File: src/rtl/tlc_vehicle_sensor_pkg.sv
// Shared types and default parameters for the vehicle-sensor request path.
// The lane FSM encoding is fixed so the controller and debug tools agree on it.
package tlc_vehicle_sensor_pkg;

  localparam int DEF_DEB_CYCLES  = 4;
  localparam int DEF_PASS_CYCLES = 8;
  localparam int DEF_CNT_W       = 4;

  typedef enum logic [1:0] {
    IDLE  = 2'd0,
    WAIT  = 2'd1,
    SERVE = 2'd2
  } lane_state_e;

  // A lane asks the controller for service whenever it holds queued vehicles.
  function automatic logic lane_requesting(input lane_state_e st);
    return st != IDLE;
  endfunction

endpackage

File: src/rtl/tlc_vehicle_sensor_if.sv
// Sensor-side bundle between loop detectors, this block and the light controller.
// Also carries per-lane FSM state for debug visibility.
interface tlc_vehicle_sensor_if #(
    parameter int CNT_W = 4
);
    import tlc_vehicle_sensor_pkg::*;

    // Request/grant semantics: s_x is a level request that rises when a vehicle
    // is queued and stays high until the queue is empty; Gx is the controller's
    // green level and is not an acknowledge -- every PASS_CYCLES green cycles
    // retire one vehicle, and the request drops on the edge that empties the queue.
    logic             raw_a;
    logic             raw_b;
    logic             Ga;
    logic             Gb;
    logic             s_a;
    logic             s_b;
    logic [CNT_W-1:0] cnt_a;
    logic [CNT_W-1:0] cnt_b;
    logic             ovf_a;
    logic             ovf_b;
    lane_state_e      state_a;
    lane_state_e      state_b;

    modport master (
        input  raw_a, raw_b, Ga, Gb,
        output s_a, s_b, cnt_a, cnt_b, ovf_a, ovf_b, state_a, state_b
    );

    modport slave (
        output raw_a, raw_b, Ga, Gb,
        input  s_a, s_b, cnt_a, cnt_b, ovf_a, ovf_b, state_a, state_b
    );

endinterface

File: src/rtl/tlc_vehicle_sensor_lane.sv
// One direction: synchronise and debounce the loop detector, count queued
// vehicles, retire them under green, and hold the service request meanwhile.
module tlc_vehicle_sensor_lane
    import tlc_vehicle_sensor_pkg::*;
#(
    parameter int DEB_CYCLES  = DEF_DEB_CYCLES,
    parameter int PASS_CYCLES = DEF_PASS_CYCLES,
    parameter int CNT_W       = DEF_CNT_W
) (
    input  logic             clk,
    input  logic             res,
    input  logic             raw,
    input  logic             green,
    output logic             req,
    output logic [CNT_W-1:0] cnt,
    output logic             ovf,
    output lane_state_e      state
);

    localparam int DW = (DEB_CYCLES  > 1) ? $clog2(DEB_CYCLES)  : 1;
    localparam int PW = (PASS_CYCLES > 1) ? $clog2(PASS_CYCLES) : 1;
    localparam logic [DW-1:0]    DEB_LAST  = DW'(DEB_CYCLES - 1);
    localparam logic [PW-1:0]    PASS_LAST = PW'(PASS_CYCLES - 1);
    localparam logic [CNT_W-1:0] CNT_MAX   = {CNT_W{1'b1}};

    logic             sync1;
    logic             sync2;
    logic             deb_level;
    logic             deb_prev;
    logic [DW-1:0]    deb_cnt;
    logic [PW-1:0]    pass_cnt;
    logic [CNT_W-1:0] cnt_q;
    logic [CNT_W-1:0] cnt_nxt;
    logic             ovf_q;
    logic             ovf_nxt;
    logic             req_q;
    logic             arrival;
    logic             departure;
    lane_state_e      state_q;
    lane_state_e      state_nxt;

    // Front end: synchroniser, debounce filter and edge detector.
    always_ff @(posedge clk or posedge res) begin
        if (res) begin
            sync1     <= 1'b0;
            sync2     <= 1'b0;
            deb_level <= 1'b0;
            deb_prev  <= 1'b0;
            deb_cnt   <= '0;
        end else begin
            sync1    <= raw;
            sync2    <= sync1;
            deb_prev <= deb_level;
            if (sync2 == deb_level) begin
                deb_cnt <= '0;
            end else if (deb_cnt == DEB_LAST) begin
                deb_level <= ~deb_level;
                deb_cnt   <= '0;
            end else begin
                deb_cnt <= deb_cnt + 1'b1;
            end
        end
    end

    // Pass counter only advances under green; any red cycle restarts it.
    always_ff @(posedge clk or posedge res) begin
        if (res) begin
            pass_cnt <= '0;
        end else if (!green) begin
            pass_cnt <= '0;
        end else if (pass_cnt == PASS_LAST) begin
            pass_cnt <= '0;
        end else begin
            pass_cnt <= pass_cnt + 1'b1;
        end
    end

    always_comb begin
        arrival   = deb_level & ~deb_prev;
        departure = green && (pass_cnt == PASS_LAST) && (cnt_q != '0);

        cnt_nxt = cnt_q;
        ovf_nxt = ovf_q;
        if (arrival && !departure) begin
            if (cnt_q == CNT_MAX) begin
                ovf_nxt = 1'b1;
            end else begin
                cnt_nxt = cnt_q + 1'b1;
            end
        end else if (departure && !arrival) begin
            cnt_nxt = cnt_q - 1'b1;
        end
    end

    // Transitions look at the post-update count so the request drops together
    // with the departure that empties the queue.
    always_comb begin
        state_nxt = state_q;
        case (state_q)
            IDLE: begin
                if (arrival) begin
                    state_nxt = green ? SERVE : WAIT;
                end
            end
            WAIT: begin
                if (green) begin
                    state_nxt = SERVE;
                end
            end
            SERVE: begin
                if (cnt_nxt == '0) begin
                    state_nxt = IDLE;
                end else if (!green) begin
                    state_nxt = WAIT;
                end
            end
            default: state_nxt = IDLE;
        endcase
    end

    always_ff @(posedge clk or posedge res) begin
        if (res) begin
            state_q <= IDLE;
            cnt_q   <= '0;
            ovf_q   <= 1'b0;
            req_q   <= 1'b0;
        end else begin
            state_q <= state_nxt;
            cnt_q   <= cnt_nxt;
            ovf_q   <= ovf_nxt;
            req_q   <= lane_requesting(state_nxt);
        end
    end

    assign req   = req_q;
    assign cnt   = cnt_q;
    assign ovf   = ovf_q;
    assign state = state_q;

endmodule

File: src/rtl/tlc_vehicle_sensor.sv
// Request side of the light controller's sensor interface: two independent
// lanes, A and B, each fed back with its own green signal.
module tlc_vehicle_sensor
    import tlc_vehicle_sensor_pkg::*;
#(
    parameter int DEB_CYCLES  = DEF_DEB_CYCLES,
    parameter int PASS_CYCLES = DEF_PASS_CYCLES,
    parameter int CNT_W       = DEF_CNT_W
) (
    input logic                  clk,
    input logic                  res,
    tlc_vehicle_sensor_if.master bus
);

    tlc_vehicle_sensor_lane #(
        .DEB_CYCLES (DEB_CYCLES),
        .PASS_CYCLES(PASS_CYCLES),
        .CNT_W      (CNT_W)
    ) u_lane_a (
        .clk  (clk),
        .res  (res),
        .raw  (bus.raw_a),
        .green(bus.Ga),
        .req  (bus.s_a),
        .cnt  (bus.cnt_a),
        .ovf  (bus.ovf_a),
        .state(bus.state_a)
    );

    tlc_vehicle_sensor_lane #(
        .DEB_CYCLES (DEB_CYCLES),
        .PASS_CYCLES(PASS_CYCLES),
        .CNT_W      (CNT_W)
    ) u_lane_b (
        .clk  (clk),
        .res  (res),
        .raw  (bus.raw_b),
        .green(bus.Gb),
        .req  (bus.s_b),
        .cnt  (bus.cnt_b),
        .ovf  (bus.ovf_b),
        .state(bus.state_b)
    );

endmodule

File: src/flat_wrapper.sv
// flat-port wrapper written by rule: the top's interface ports become plain ports
module tlc_vehicle_sensor_flat import tlc_vehicle_sensor_pkg::*;
#(
    parameter int DEB_CYCLES  = DEF_DEB_CYCLES,
    parameter int PASS_CYCLES = DEF_PASS_CYCLES,
    parameter int CNT_W       = DEF_CNT_W
)
  (clk, res, bus_raw_a, bus_raw_b, bus_Ga, bus_Gb, bus_s_a, bus_s_b, bus_cnt_a, bus_cnt_b, bus_ovf_a, bus_ovf_b, bus_state_a, bus_state_b);
  tlc_vehicle_sensor_if #(.CNT_W(CNT_W)) bus_i ();
  input logic clk;
  input logic res;
  input wire logic [$bits(bus_i.raw_a)-1:0] bus_raw_a;
  input wire logic [$bits(bus_i.raw_b)-1:0] bus_raw_b;
  input wire logic [$bits(bus_i.Ga)-1:0] bus_Ga;
  input wire logic [$bits(bus_i.Gb)-1:0] bus_Gb;
  output wire logic [$bits(bus_i.s_a)-1:0] bus_s_a;
  output wire logic [$bits(bus_i.s_b)-1:0] bus_s_b;
  output wire logic [$bits(bus_i.cnt_a)-1:0] bus_cnt_a;
  output wire logic [$bits(bus_i.cnt_b)-1:0] bus_cnt_b;
  output wire logic [$bits(bus_i.ovf_a)-1:0] bus_ovf_a;
  output wire logic [$bits(bus_i.ovf_b)-1:0] bus_ovf_b;
  output wire logic [$bits(bus_i.state_a)-1:0] bus_state_a;
  output wire logic [$bits(bus_i.state_b)-1:0] bus_state_b;
  assign bus_i.raw_a = bus_raw_a;
  assign bus_i.raw_b = bus_raw_b;
  assign bus_i.Ga = bus_Ga;
  assign bus_i.Gb = bus_Gb;
  assign bus_s_a = bus_i.s_a;
  assign bus_s_b = bus_i.s_b;
  assign bus_cnt_a = bus_i.cnt_a;
  assign bus_cnt_b = bus_i.cnt_b;
  assign bus_ovf_a = bus_i.ovf_a;
  assign bus_ovf_b = bus_i.ovf_b;
  assign bus_state_a = bus_i.state_a;
  assign bus_state_b = bus_i.state_b;
  tlc_vehicle_sensor #(.DEB_CYCLES(DEB_CYCLES), .PASS_CYCLES(PASS_CYCLES), .CNT_W(CNT_W)) u_core (.clk(clk), .res(res), .bus(bus_i));
endmodule
File: config.mk
export PLATFORM = sky130hd
export DESIGN_NAME = tlc_vehicle_sensor_flat
export DESIGN_NICKNAME = d
export VERILOG_FILES = /design/src/rtl/tlc_vehicle_sensor_pkg.sv /design/src/rtl/tlc_vehicle_sensor_if.sv /design/src/rtl/tlc_vehicle_sensor_lane.sv /design/src/rtl/tlc_vehicle_sensor.sv /design/src/flat_wrapper.sv
export SDC_FILE = /design/constraint.sdc
export NUM_CORES = 1
export LEC_CHECK = 0
export ABC_AREA = 0
export ABC_CLOCK_PERIOD_IN_PS = 3300
export BUFFER_PORTS_ARGS = -buffer_cell sky130_fd_sc_hd__buf_2
export CELL_PAD_IN_SITES_DETAIL_PLACEMENT = 1
export CELL_PAD_IN_SITES_GLOBAL_PLACEMENT = 2
export CORE_UTILIZATION = 39
export CTS_BUF_LIST = sky130_fd_sc_hd__clkbuf_8
export DETAILED_ROUTE_END_ITERATION = 6
export PLACE_DENSITY_LB_ADDON = 0.1
export SETUP_SLACK_MARGIN = 0.2
export SLEW_MARGIN = 10
export SYNTH_ARGS = -nofsm -noshare
export SYNTH_HDL_FRONTEND = slang
export SYNTH_SLANG_ARGS = --single-unit
export TNS_END_PERCENT = 20
File: constraint.sdc
create_clock -name clk -period 3.3 [get_ports clk]
set_clock_uncertainty 0.2 [all_clocks]
set_input_delay 0.33 -clock clk [delete_from_list [all_inputs] [get_ports clk]]
set_output_delay 0.33 -clock clk [all_outputs]
set_load 0.005 [all_outputs]
Yosys cells after proc, flatten, opt, wreduce, memory -nomap -nowiden
Index checks and enable logic that the tools add are counted.
{ "op_classes": {"n_addsub": 8, "eq_ne": 12, "n_mux": 26, "bitwise": 8, "n_reduce_logical": 24} }
{ "op_table": {"columns": ["op", "count"], "rows": [
  ["$mux W2", 14],
  ["$mux W4", 6],
  ["$mux W3", 4],
  ["$pmux W2 S3", 2],
  ["$add A4 B1 Y4 const B", 2],
  ["$eq A2 B2 Y1 const B", 4],
  ["$eq A4 B4 Y1 const B", 2],
  ["$logic_and A1 B1 Y1", 8],
  ["$logic_not A4 Y1", 2],
  ["$reduce_and A2 Y1", 4],
  ["$reduce_bool A4 Y1", 2],
  ["$sub A4 B1 Y4 const B", 2],
  ["$add A3 B1 Y3 const B", 2],
  ["$eq A3 B3 Y1 const B", 2],
  ["$not A1 Y1", 6],
  ["$add A2 B1 Y2 const B", 2],
  ["$eq A2 B1 Y1 const B", 2],
  ["$logic_not A1 Y1", 4],
  ["$logic_not A2 Y1", 2],
  ["$reduce_bool A2 Y1", 2],
  ["$and A1 B1 Y1", 2],
  ["$eq A1 B1 Y1", 2]
]} }
{ "totals": {"regBits": 34, "in_bits": 6, "output_inout_bits": 16, "word_cells": 98} }

Longest topological paths before layout
Gate-level depths: netlist of the first run.
{ "depth": {"word_depth": 10, "depth_mapped": 8, "depth_no_buf": 7} }

Cells and area by module
A second synthesis of the first run with hierarchy kept.
{ "unflattened": {"cells_unflattened": 168, "hier_area_um2": 1789.2} }
{ "by_module_without_submodules": {"columns": ["mod", "n_inst", "cells_each", "area_each_um2", "seq_area_each_um2"], "rows": [
  ["tlc_vehicle_sensor_lane", 2, 84, 894.6, 425.4]
]} }

Worst setup path after synthesis of the first run
Ideal clock, no wire load.
{ "synth_path": {"kind": "flip-flop to flip-flop", "from": "register u_core.u_lane_a.pass_cnt[0]", "to": "register u_core.u_lane_a.state_q[0] (netlist: u_core.u_lane_a.state[0])", "setup_time_ns": 0.128, "t_arrival_ns": 2.027, "required_ns": 2.972, "slack_ns": 0.944, "path_stages_with_launch": 9, "n_path_buf": 1, "synth_period_minus_slack_ns": 2.356, "path_cell_list": "dfrtp_1 ha_1 ha_1 and2_1 clkbuf_1 or4_1 o311a_1 a211oi_2 a21oi_1"} }
{ "synth_via": {"elab_chain_cells": 9, "elab_cells_between_ends": 11, "cone_classes": "eq/ne: 1; mux: 4; reduce/logical: 6"} }
{ "synth_lines": {"columns": ["item", "line", "source"], "rows": [
  ["start: declaration", "tlc_vehicle_sensor_lane.sv:31", "logic [PW-1:0] pass_cnt;"],
  ["start signal: assignment", "tlc_vehicle_sensor_lane.sv:74", "pass_cnt <= pass_cnt + 1'b1;"],
  ["$eq A3 B3 Y1 *", "tlc_vehicle_sensor_lane.sv:80", "departure = green && (pass_cnt == PASS_LAST) && (cnt_q != '0);"],
  ["$logic_and A1 B1 Y1 * (2 in a row)", "tlc_vehicle_sensor_lane.sv:80", null],
  ["$logic_and A1 B1 Y1 or $logic_not A1 Y1 (tied branches)", "tlc_vehicle_sensor_lane.sv:90, tlc_vehicle_sensor_lane.sv:84", null],
  ["$mux W4 or $logic_and A1 B1 Y1 (tied branches)", "tlc_vehicle_sensor_lane.sv:90, tlc_vehicle_sensor_lane.sv:84", null],
  ["$mux W4 *", "tlc_vehicle_sensor_lane.sv:84", "if (arrival && !departure) begin"],
  ["named net u_core.u_lane_a.cnt_nxt[3]", "tlc_vehicle_sensor_lane.sv:33", "logic [CNT_W-1:0] cnt_nxt;"],
  ["$logic_not A4 Y1 *", "tlc_vehicle_sensor_lane.sv:111", "if (cnt_nxt == '0) begin"],
  ["$mux W2 *", "tlc_vehicle_sensor_lane.sv:111", null],
  ["$pmux W2 S3 *", "tlc_vehicle_sensor_lane.sv:99", "case (state_q)"],
  ["named net u_core.u_lane_a.state_nxt[0]", "tlc_vehicle_sensor_lane.sv:40", "lane_state_e state_nxt;"],
  ["end signal: assignment", "tlc_vehicle_sensor_lane.sv:128", "state_q <= state_nxt;"],
  ["end: declaration", "tlc_vehicle_sensor_lane.sv:39", "lane_state_e state_q;"]
]} }
Mark *: on every way through the listed nets, which the timed path passes. The rest lies on a longest branch.
A chain may end at the register's enable or synchronous reset.

Final worst setup path of the first run
{ "layout_path": {"from": "register u_core.u_lane_b.pass_cnt[0]", "to": "register u_core.u_lane_b.state_q[1] (netlist: u_core.u_lane_b.state[1])"} }
{ "layout_via": {"elab_chain_cells": 9, "elab_cells_between_ends": 11, "cone_classes": "eq/ne: 1; mux: 4; reduce/logical: 6"} }
{ "layout_lines": {"columns": ["item", "line"], "rows": [
  ["start: declaration", "tlc_vehicle_sensor_lane.sv:31"],
  ["start signal: assignment", "tlc_vehicle_sensor_lane.sv:74"],
  ["$eq A3 B3 Y1 *", "tlc_vehicle_sensor_lane.sv:80"],
  ["$logic_and A1 B1 Y1 * (2 in a row)", "tlc_vehicle_sensor_lane.sv:80"],
  ["$logic_and A1 B1 Y1 or $logic_not A1 Y1 (tied branches)", "tlc_vehicle_sensor_lane.sv:90, tlc_vehicle_sensor_lane.sv:84"],
  ["$mux W4 or $logic_and A1 B1 Y1 (tied branches)", "tlc_vehicle_sensor_lane.sv:90, tlc_vehicle_sensor_lane.sv:84"],
  ["$mux W4 *", "tlc_vehicle_sensor_lane.sv:84"],
  ["$logic_not A4 Y1 *", "tlc_vehicle_sensor_lane.sv:111"],
  ["$mux W2 *", "tlc_vehicle_sensor_lane.sv:111"],
  ["$pmux W2 S3 *", "tlc_vehicle_sensor_lane.sv:99"],
  ["named net u_core.u_lane_b.state_nxt[1]", "tlc_vehicle_sensor_lane.sv:40"],
  ["end signal: assignment", "tlc_vehicle_sensor_lane.sv:128"],
  ["end: declaration", "tlc_vehicle_sensor_lane.sv:39"]
]} }
Marks and branches as above.

==> flow_summary.ini, run 1 <==
[placement]
gp_congestion = 0.823
hpwl_um = 2890
pre_cts_slack_ps = 575
port_buffers = 21

[floorplanning]
die-area_sq_um = 4750
fp.dieH_um = 68.9
rows = 23
die_w_um = 68.9
coreArea_sq_um = 4140
floorplan.initialDensity_pct = 42.1
pin_count = 22

[clocking]
cts_buffers = 5
clockBufferDepth = 2
cts_tree = yes
clock_sinks = 34
postCtsSetupBuffers = 0
clk_pin_slew_ps = 70
clkLatencyLatePin_ps = 280
ctsResizeCount = 0
cts_root_buffer = clkbuf_8
cts_max_level = 2

[worst_setup_path]
reg2reg_depth = 7
r2r_end = u_core.u_lane_b.state[1]
arrival_ps = 2680
cp_cell_sequence = ha_1 -> ha_1 -> a22o_2 -> a221oi_1 -> o21ai_0 -> a221oi_2 -> a21oi_1
r2r_slack_ps = 570
r2r-start = u_core.u_lane_b.pass_cnt[0]
cp_common_cell = ha_1
cpPeakStageDelay_ps = 530
cp_slowest_cell = a221oi_1
crit_required_ps = 3250
critPathMaxFanout = 5
cp-start-kind = flop
endpoint_kind = flop
worstSetupPathType = reg2reg

[sta]
rsz0062_at_grt = no
worst_slew_pin_slew_ps = 553
min_period_ps = 2730
setup_tns_ps = 0
post-route-period-util_pct = 82.7
slew_headroom_pct = 63.2
hold_viol_final = 0
fin_ws_ps = 571
max_freq_mhz = 366
slew_violations = 0
setup_violations = 0

[synthesis]
synth.top_cell.area_share_pct = 48.7
yosys.area.top_type = dfrtp_1
syn-cell-area_sq_um = 1750
synthFlopType = dfrtp_1
synth_area_per_cell_sq_um = 11.2
post_synth_num_cell_types = 53
synth_cells = 156
synthTopCellsByArea = dfrtp_1, ha_1, and2_1, nor3_1, a21oi_1
async_flop_share_pct = 100
synth_seq_area_share_pct = 48.7
synth_edf_count = 0
synthesis.nets = 172
synth-seq-cells = 34
yosysWarnings = 0

[detailed_routing]
avgViaCountPerCell = 5.57
postRouteAntennaNets = 0
dr.pass1.iters = 4
wl_per_cell_um = 16.4
first_iter_violations = 40
num_vias = 1310
wl_um = 3870
drc = 0

[final_layout]
area_growth_pct = 15.8
nNetsFinal = 200
n_antenna_cell = 0
multi_input_comb_area_sq_um = 850
drive_gt1_share_pct = 25.4
num-fill-cells = 462
register_area_sq_um = 851

[global_routing]
grt_pass1_wl_um = 6380
grt_max_degree = 35
grt_pass1_vias = 1361
overflow = 0
antenna_found_initial = 0
grt_use_total_pct = 18.6

[pwr]
ir_worst_vdd_mv = 0.351
power.density_nw_per_um2 = 897
leakagePower_nw = 0.921

[hold_path]
min-delay-start = bus_Ga
holdPathEnd = u_core.u_lane_a.state[1]
hold_depth = 3
min_path_type = in2reg

[flow_run]
cap_viol_max_count = 0

[outcome]
status = finished, final reports clean
[flip-flops by register name, indices dropped and copies added, names as in the netlist, 2 cells and up]
register                  count
u_core.u_lane_a.cnt           4
u_core.u_lane_b.cnt           4
u_core.u_lane_a.pass_cnt      3
u_core.u_lane_b.pass_cnt      3
u_core.u_lane_a.deb_cnt       2
u_core.u_lane_a.state         2
u_core.u_lane_b.deb_cnt       2
u_core.u_lane_b.state         2
[worst max path at each step]
stage | startpoint | end | slack (ps) | cells past startpoint
global route | u_core.u_lane_b.pass_cnt[0] | u_core.u_lane_b.state[1] | 400 | 7
detailed placement | u_core.u_lane_b.pass_cnt[0] | u_core.u_lane_b.state[1] | 570 | 7
finish | u_core.u_lane_b.pass_cnt[0] | u_core.u_lane_b.state[1] | 570 | 7
floorplan | u_core.u_lane_a.pass_cnt[0] | u_core.u_lane_a.state[0] | 940 | 8
global placement | u_core.u_lane_b.pass_cnt[0] | u_core.u_lane_b.req | 730 | 7
CTS | u_core.u_lane_b.pass_cnt[0] | u_core.u_lane_b.state[1] | 560 | 7
[cells by family (layout without fill, tap and decap cells)]
group           Yosys count  in the layout  share of synthesized area [%]
simple gates             65             65                           23.1
flops                    34             34                           48.7
compound gates           30             30                           14.5
fa+ha+maj                10             10                           7.16
buf+inv                  10             39                           2.65
mux                       4              4                           2.44
xor+xnor                  3              3                           1.50
[layout by cell type (no fill, tap or decap), types with 2 or more instances in the layout]
| cell type | n |
|---|---|
| nand2_1 | 5 |
| nand3_1 | 6 |
| mux2i_1 | 2 |
| nor3b_1 | 3 |
| nand4_1 | 3 |
| dfrtp_1 | 34 |
| a311oi_2 | 2 |
| and2_1 | 8 |
| nor2b_1 | 3 |
| nand2b_1 | 5 |
| a21oi_1 | 8 |
| or3_1 | 2 |
| xnor2_1 | 3 |
| and3_2 | 2 |
| nor2_1 | 3 |
| a21o_1 | 2 |
| ha_1 | 10 |
| inv_1 | 6 |
| clkbuf_8 | 6 |
| dlygate4sd3_1 | 3 |
| mux2_2 | 2 |
| nand3b_1 | 2 |
| a31o_2 | 2 |
| a211oi_1 | 2 |
| a21boi_1 | 2 |
| buf_2 | 21 |
| nor3_1 | 9 |
[power breakdown]
group | leakage (nW) | switching [mW] | internal, mW | total, mW
clock network | 0.0472 | 0.149 | 0.168 | 0.317
logic | 0.462 | 0.394 | 0.369 | 0.763
registers | 0.412 | 0.166 | 0.569 | 0.735
[routing by layer]
metal	routed length (um)	GRT usage (%)	share of wire, %
met4	22	4.59	0.57
met5	0	0	0
met1	1790	24.3	46
met3	96	4.11	2.5
met2	1950	31.1	51
[critical path, delay by kind of cell (launching register included)]
family	cells	cell delay, ps
AO/OA/AOI/OAI	5	1530
adder cells (fa/ha/maj)	2	480
flip-flops	1	390
[cell usage after synthesis (2+ instances only)]
master    number
nor3b_1        3
or3_1          2
a211oi_1       2
ha_1          10
a31o_2         2
nand3b_1       2
a311oi_2       2
nand3_1        6
and3_2         2
dfrtp_1       34
nor2_1         3
nor2b_1        3
nand2_1        5
inv_1          6
mux2_2         2
nand4_1        3
clkbuf_1       2
a21o_1         2
a21oi_1        8
a21boi_1       2
and2_1         8
nor3_1         9
nand2b_1       5
xnor2_1        3
mux2i_1        2
[final cells by class]
cell class | count | area share [%]
timing repair buffer | 25 | 7.05
inverter | 6 | 1.11
clock inverter | 2 | 0.618
sequential | 34 | 42.1
multi-input combinational | 112 | 42.0
clock buffer | 6 | 4.08
tap | 50 | 3.09
[metrics by stage]
| stage | util (%) | hold slack [ps] | power (mW) | instances | instance area (sq um) |
|---|---|---|---|---|---|
| 2_1_floorplan | - | 131 | 1.25 | 156 | 1750 |
| 3_3_place_gp | 45.8 | 143 | 1.45 | 224 | 1900 |
| 3_5_place_dp | 45.8 | 140 | 1.51 | 224 | 1900 |
| 4_1_cts | 48.8 | 136 | 1.84 | 235 | 2020 |
| 5_1_grt | 48.8 | 142 | 1.97 | 235 | 2020 |
| 6_report | 48.8 | 141 | 1.81 | 235 | 2020 |
[timing repair]
item,in CTS,in global routing
endpoints found under the hold margin,36,0
hold buffers,3,0
setup endpoints to repair,0,0
Power figures use the tool's default switching activity.
==> run 2, diff against run 1 <==
--- a/config.mk
+++ b/config.mk
@@ -5,12 +5,12 @@
 export SDC_FILE = /design/constraint.sdc
 export NUM_CORES = 1
 export LEC_CHECK = 0
-export ABC_AREA = 0
-export ABC_CLOCK_PERIOD_IN_PS = 3300
+export ABC_AREA = 1
+export ABC_CLOCK_PERIOD_IN_PS = 2400
 export BUFFER_PORTS_ARGS = -buffer_cell sky130_fd_sc_hd__buf_2
 export CELL_PAD_IN_SITES_DETAIL_PLACEMENT = 1
 export CELL_PAD_IN_SITES_GLOBAL_PLACEMENT = 2
-export CORE_UTILIZATION = 39
+export CORE_UTILIZATION = 33
 export CTS_BUF_LIST = sky130_fd_sc_hd__clkbuf_8
 export DETAILED_ROUTE_END_ITERATION = 6
 export PLACE_DENSITY_LB_ADDON = 0.1
==> constraint.sdc (replaced) <==
create_clock -name clk -period 2.4 [get_ports clk]
set_clock_uncertainty 0.2 [all_clocks]
set_input_delay 0.24 -clock clk [delete_from_list [all_inputs] [get_ports clk]]
set_output_delay 0.24 -clock clk [all_outputs]
set_load 0.005 [all_outputs]
==> run 2 against run 1 <==
Effect of this change: via count up 11%; combinational power rose by 45%; synthesized cell count rose by 39%; non-clock buffer count stayed put.
==> flow_summary.ini, run 2 <==
[floorplanning]
die_w_um = 76.9
pin_count = 22
rows = 26
fp.dieH_um = 76.9
die-area_sq_um = 5920
coreArea_sq_um = 5270
floorplan.initialDensity_pct = 35.2

[sta]
fin_ws_ps = 361
slew_violations = 0
setup_violations = 0
rsz0062_at_grt = no
hold_viol_final = 0
slew_headroom_pct = 70.9
setup_tns_ps = 0
worst_slew_pin_slew_ps = 436
post-route-period-util_pct = 85.0
max_freq_mhz = 490
min_period_ps = 2040

[global_routing]
overflow = 0
antenna_found_initial = 0
grt_pass1_vias = 1519
grt_max_degree = 35
grt_use_total_pct = 15.2
grt_pass1_wl_um = 7120

[synthesis]
synth_seq_area_share_pct = 45.9
synth.top_cell.area_share_pct = 45.9
synth_cells = 217
syn-cell-area_sq_um = 1850
yosys.cell_count.top_type = nand2_1
synth_area_per_cell_sq_um = 8.54
synthFlopType = dfrtp_1
yosysWarnings = 0
yosys.area.top_type = dfrtp_1
synthTopCellsByArea = dfrtp_1, nand2_1, ha_1, inv_1, nand3_1
async_flop_share_pct = 100
synth-seq-cells = 34
synthesis.nets = 233
post_synth_num_cell_types = 26
synthTopCellsByCount = nand2_1, dfrtp_1, inv_1
synth_edf_count = 0

[final_layout]
n_antenna_cell = 0
register_area_sq_um = 851
drive_gt1_share_pct = 24.3
nNetsFinal = 262
mostFrequentLayoutCell = nand2_1
multi_input_comb_area_sq_um = 818
num-fill-cells = 671
area_growth_pct = 15.7
most-common-layout-cells = nand2_1, dfrtp_1, inv_1, nand3_1, buf_2

[clocking]
postCtsHoldBufs = 3
clockBufferDepth = 2
clkLatencyLatePin_ps = 280
cts_tree = yes
postCtsSetupBuffers = 0
clock_sinks = 34
clk_pin_slew_ps = 70
cts_max_level = 2
ctsResizeCount = 0
cts_root_buffer = clkbuf_8
cts_buffers = 5

[placement]
pre_cts_slack_ps = 364
hpwl_um = 2900
port_buffers = 21
gp_congestion = 0.725

[worst_setup_path]
cp_cell_sequence = ha_1 -> ha_1 -> nand2_2 -> clkinv_4 -> nand2_4 -> nand3_2 -> nand3_1 -> nand2_1 -> nor2_1 -> nand2_2 -> nand3_1 -> nand3_1
r2r-start = u_core.u_lane_b.pass_cnt[0]
cp_common_cell = nand3_1
cp_num_buf_inv = 1
cp-start-kind = flop
cp_top_family = simple AND/OR/NAND/NOR gates
cp_slowest_cell = dfrtp_1
worstSetupPathType = reg2reg
arrival_ps = 2000
startpoint = u_core.u_lane_b.pass_cnt[0]
crit_required_ps = 2360
cpPeakStageDelay_ps = 380
endpoint_kind = flop
critPathMaxFanout = 4

[detailed_routing]
postRouteAntennaNets = 0
dr.pass1.iters = 4
first_iter_violations = 62
drt-met1-wl_um = 2050
top_layer = met4
route.met2.wl_um = 1670
wl_met3_um = 102
avgViaCountPerCell = 4.57
wl_um = 3860
num_vias = 1448
wl_per_cell_um = 12.2
drc = 0

[pwr]
intPower_mw = 1.44
ir_worst_vdd_mv = 0.354
pwr-share-comb_pct = 44.3
clockPowerShare_pct = 17.0
power_frac_seq_pct = 38.7
p_sw_share_pct = 42.5
leakagePower_nw = 1.20
total_power_mw = 2.51
switching_power_mw = 1.07
power.density_nw_per_um2 = 1170

[flow_run]
cap_viol_max_count = 0

[hold_path]
min_path_type = in2reg
min-delay-start = bus_Gb

[outcome]
status = finished, final reports clean
[run 2: changes by cell type in the layout (fill, tap and decap cells not counted), moves of 5 or more]
cell      previous run  this run
a21oi_1              8         3
and2_1               8         0
inv_1                6        32
nand2_1              5        49
nand2_2              1         7
nand2b_1             5         0
nand3_1              6        21
nand3_2              0         6
nand4_1              3         9
nor2_1               3        11
[run 2: worst register-to-register path: cells and delay by family (launching register included)]
family,cells,cell delay (ps)
simple gates,9,850
flops,1,380
fa+ha+maj,2,420
buf+inv,1,70
[run 2: logic make-up (layout without fill, tap and decap cells)]
group / count (synthesis) / after routing / share of synthesized area [%]
adder cells (fa/ha/maj): 10 / 10 / 6.75
XOR/XNOR: 3 / 3 / 1.42
AO/OA/AOI/OAI: 10 / 10 / 3.17
AND/OR/NAND/NOR: 116 / 116 / 31.6
multiplexers: 2 / 2 / 1.22
flip-flops: 34 / 34 / 45.9
buffers and inverters: 42 / 72 / 9.93
[run 2: cell type report]
| class | instances | share of cell area, % |
|---|---|---|
| Sequential cell | 34 | 39.7 |
| Tap cell | 70 | 4.08 |
| Clock buffer | 6 | 3.85 |
| Multi-Input combinational cell | 141 | 38.2 |
| Timing Repair Buffer | 25 | 6.65 |
| Inverter | 39 | 7.18 |
| Clock inverter | 2 | 0.408 |
[run 2: routing by layer]
layer / track usage (%) / vias to the layer above
met4: 5.19 / 0
met1: 21.1 / 683
met2: 23.0 / 15
li1: - / 745
met5: 0 / -
met3: 3.57 / 5
[run 2: worst paths after layout]
path,to,slack (ps),cells after the start
worst max-delay path,u_core.u_lane_b.state[1],360,12
worst min-delay path,u_core.u_lane_b.pass_cnt[1],40,3
worst max register to register,u_core.u_lane_b.state[1],360,12
worst min register to register,u_core.u_lane_a.sync2,150,0
max in group asynchronous,u_core.u_lane_a.cnt[1],1290,4
min in group asynchronous,u_core.u_lane_a.pass_cnt[2],400,4
[run 2: power groups by stage]
stage          combinational [mW]  clock (mW)  sequential [mW]
2_1_floorplan               0.837           0            0.936
3_3_place_gp                 1.12           0            0.979
3_5_place_dp                 1.12           0            0.983
4_1_cts                      1.14       0.447            0.976
5_1_grt                      1.30       0.475             1.01
6_report                     1.11       0.427            0.970
[run 2: through the flow]
step / instance area [sq um] / util (%) / hold WS (ps) / std cells
finish: 2140 / 40.7 / 35.0 / 317
global route: 2140 / 40.7 / 32.9 / 317
CTS: 2140 / 40.7 / 29.1 / 317
detailed placement: 2020 / 38.4 / 140 / 306
global placement: 2020 / 38.4 / 134 / 306
floorplan: 1850 / - / 71.4 / 217
==> run 3, diff against run 2 <==
--- a/config.mk
+++ b/config.mk
@@ -6,11 +6,11 @@
 export NUM_CORES = 1
 export LEC_CHECK = 0
 export ABC_AREA = 1
-export ABC_CLOCK_PERIOD_IN_PS = 2400
+export ABC_CLOCK_PERIOD_IN_PS = 2000
 export BUFFER_PORTS_ARGS = -buffer_cell sky130_fd_sc_hd__buf_2
 export CELL_PAD_IN_SITES_DETAIL_PLACEMENT = 1
 export CELL_PAD_IN_SITES_GLOBAL_PLACEMENT = 2
-export CORE_UTILIZATION = 33
+export CORE_UTILIZATION = 36
 export CTS_BUF_LIST = sky130_fd_sc_hd__clkbuf_8
 export DETAILED_ROUTE_END_ITERATION = 6
 export PLACE_DENSITY_LB_ADDON = 0.1
==> constraint.sdc (replaced) <==
create_clock -name clk -period 2 [get_ports clk]
set_clock_uncertainty 0.2 [all_clocks]
set_input_delay 0.2 -clock clk [delete_from_list [all_inputs] [get_ports clk]]
set_output_delay 0.2 -clock clk [all_outputs]
set_load 0.005 [all_outputs]
==> run 3 against run 2 <==
Effect of this change: critical path depth up 2; wire length up 21%; highest routed layer unchanged; via count grew 10%; cell area rose by 14%.
==> flow_summary.ini, run 3 (synthesis gave the netlist of run 2 again) <==
[pwr]
intPower_mw = 1.96
power.density_nw_per_um2 = 1410
clockPowerShare_pct = 15.1
p_sw_share_pct = 43.4
switching_power_mw = 1.50
leakagePower_nw = 1.30
power_frac_seq_pct = 33.9
pwr-share-comb_pct = 50.9
ir_worst_vdd_mv = 0.508
total_power_mw = 3.46

[sta]
max_freq_mhz = 518
rsz0062_at_grt = yes
slew_headroom_pct = 70.8
hold_viol_final = 0
min_period_ps = 1930
post-route-period-util_pct = 96.6
slew_violations = 0
setup_tns_ps = 0
setup_violations = 0
worst_slew_pin_slew_ps = 438
fin_ws_ps = 67.9

[final_layout]
mostFrequentLayoutCell = nand2_1
most-common-layout-cells = nand2_1, inv_1, dfrtp_1, buf_2, nand2_2
fin_cells = 327
drive_gt1_share_pct = 40.0
final_core_util_pct = 50.5
nNetsFinal = 275
n_antenna_cell = 0
area_growth_pct = 32.2
num-fill-cells = 575

[floorplanning]
floorplan.initialDensity_pct = 38.2
coreArea_sq_um = 4850
fp.dieH_um = 73.7
die_w_um = 73.7
die-area_sq_um = 5440
pin_count = 22
rows = 25

[placement]
gp_congestion = 0.779
hpwl_um = 3260
port_buffers = 21
pre_cts_slack_ps = -59.6
place_inst = 305

[clocking]
clk_pin_slew_ps = 70
cts_max_level = 2
clockBufferDepth = 2
cts_root_buffer = clkbuf_8
clkLatencyLatePin_ps = 280
clock_sinks = 34
cts_tree = yes
cts_buffers = 5

[worst_setup_path]
worstSetupPathType = reg2reg
cp_top_family = simple AND/OR/NAND/NOR gates
cp_cell_sequence = ha_2 -> ha_4 -> nand2_4 -> clkinv_4 -> nand2_4 -> nand2_4 -> nand2_2 -> nand2_2 -> nand2_2 -> nand2_2 -> nor2_2 -> nand2_2 -> nand3_2 -> nand3_2
arrival_ps = 1910
endpoint_kind = flop
cp-start-kind = flop
critPathMaxFanout = 5
cp_slowest_cell = dfrtp_1
crit_required_ps = 1970
cp_num_buf_inv = 1
cpPeakStageDelay_ps = 390
r2r-start = u_core.u_lane_b.pass_cnt[0]
cp_common_cell = nand2_2
startpoint = u_core.u_lane_b.pass_cnt[0]

[detailed_routing]
num_vias = 1593
drc = 0
wl_per_cell_um = 14.3
avgViaCountPerCell = 4.87
dr.pass1.iters = 4
first_iter_violations = 34
wl_um = 4690
postRouteAntennaNets = 0

[flow_run]
cap_viol_max_count = 0

[hold_path]
min_path_type = in2reg
min-delay-start = bus_Gb

[global_routing]
grt_max_degree = 35
grt_pass1_wl_um = 7720
grt_use_total_pct = 19.1
grt_pass1_vias = 1643
overflow = 0
antenna_found_initial = 0

[outcome]
status = finished, final reports clean
## run 3: cell count changes in the layout (fill, tap and decap cells not counted), moves of 2 or more
cell / before / now
dfrtp_1: 34 / 32
ha_4: 0 / 5
nand2_1: 49 / 37
nand3_1: 21 / 12
nand2_4: 3 / 6
nand2_2: 7 / 15
nand3_2: 6 / 12
buf_4: 1 / 12
ha_1: 10 / 2
dfrtp_2: 0 / 2
ha_2: 0 / 3
nand3_4: 0 / 3
## run 3: worst register-to-register path, delay by kind of cell (launching register included)
kind          cells  cell delay [ps]
buf+inv           1               70
fa+ha+maj         2              370
flops             1              390
simple gates     11              810
## run 3: what timing repair did
| action | CTS | global route |
|---|---|---|
| cloned | 0 | 0 |
| gates resized for setup | 28 | 18 |
| endpoints found under the hold margin | 37 | 0 |
| pin swaps | 13 | 12 |
| setup endpoints to repair | 6 | 7 |
| buffers inserted | 8 | 2 |
| hold buffers | 4 | 0 |
## run 3: metrics by stage
step	hold slack [ps]	area (sq um)
3_5_place_dp	113	2040
2_1_floorplan	31.4	1860
6_report	12.4	2450
4_1_cts	4.63	2350
3_3_place_gp	111	2040
5_1_grt	25.3	2450
## run 3: final timing paths
path / end / slack (ps) / cells after the start
worst max-delay path: u_core.u_lane_b.state[1] / 70 / 14
worst min-delay path: u_core.u_lane_b.pass_cnt[2] / 10 / 3
worst max register to register: u_core.u_lane_b.state[1] / 70 / 14
worst min register to register: u_core.u_lane_a.sync2 / 160 / 0
max in group asynchronous: u_core.u_lane_a.cnt[0] / 920 / 4
min in group asynchronous: u_core.u_lane_a.deb_level / 350 / 4
## run 3: area by class of cell
| class | instances | area, sq um | area share [%] |
|---|---|---|---|
| Clock buffer | 6 | 82.6 | 3.37 |
| Multi-Input combinational cell | 141 | 1020 | 41.5 |
| Timing Repair Buffer | 38 | 246 | 10.1 |
| Inverter | 39 | 158 | 6.44 |
| Clock inverter | 2 | 8.76 | 0.358 |
| Sequential cell | 34 | 853 | 34.8 |
| Tap cell | 67 | 83.8 | 3.42 |
## run 3: per-layer routing
metal  share of wire, %  vias up  GRT usage (%)
li1                   -      773              -
met1                 43      790           23.5
met2                 53       24           33.3
met3                2.9        6           4.66
met4                1.1        0           5.13
met5                  0        -              0
## run 3: power groups by stage
stage	Combinational [mW]	Sequential, mW	Clock [mW]
floorplan	1.00	1.12	0
global placement	1.32	1.15	0
detailed placement	1.40	1.18	0
CTS	1.65	1.17	0.544
global route	1.99	1.21	0.576
finish	1.76	1.17	0.524
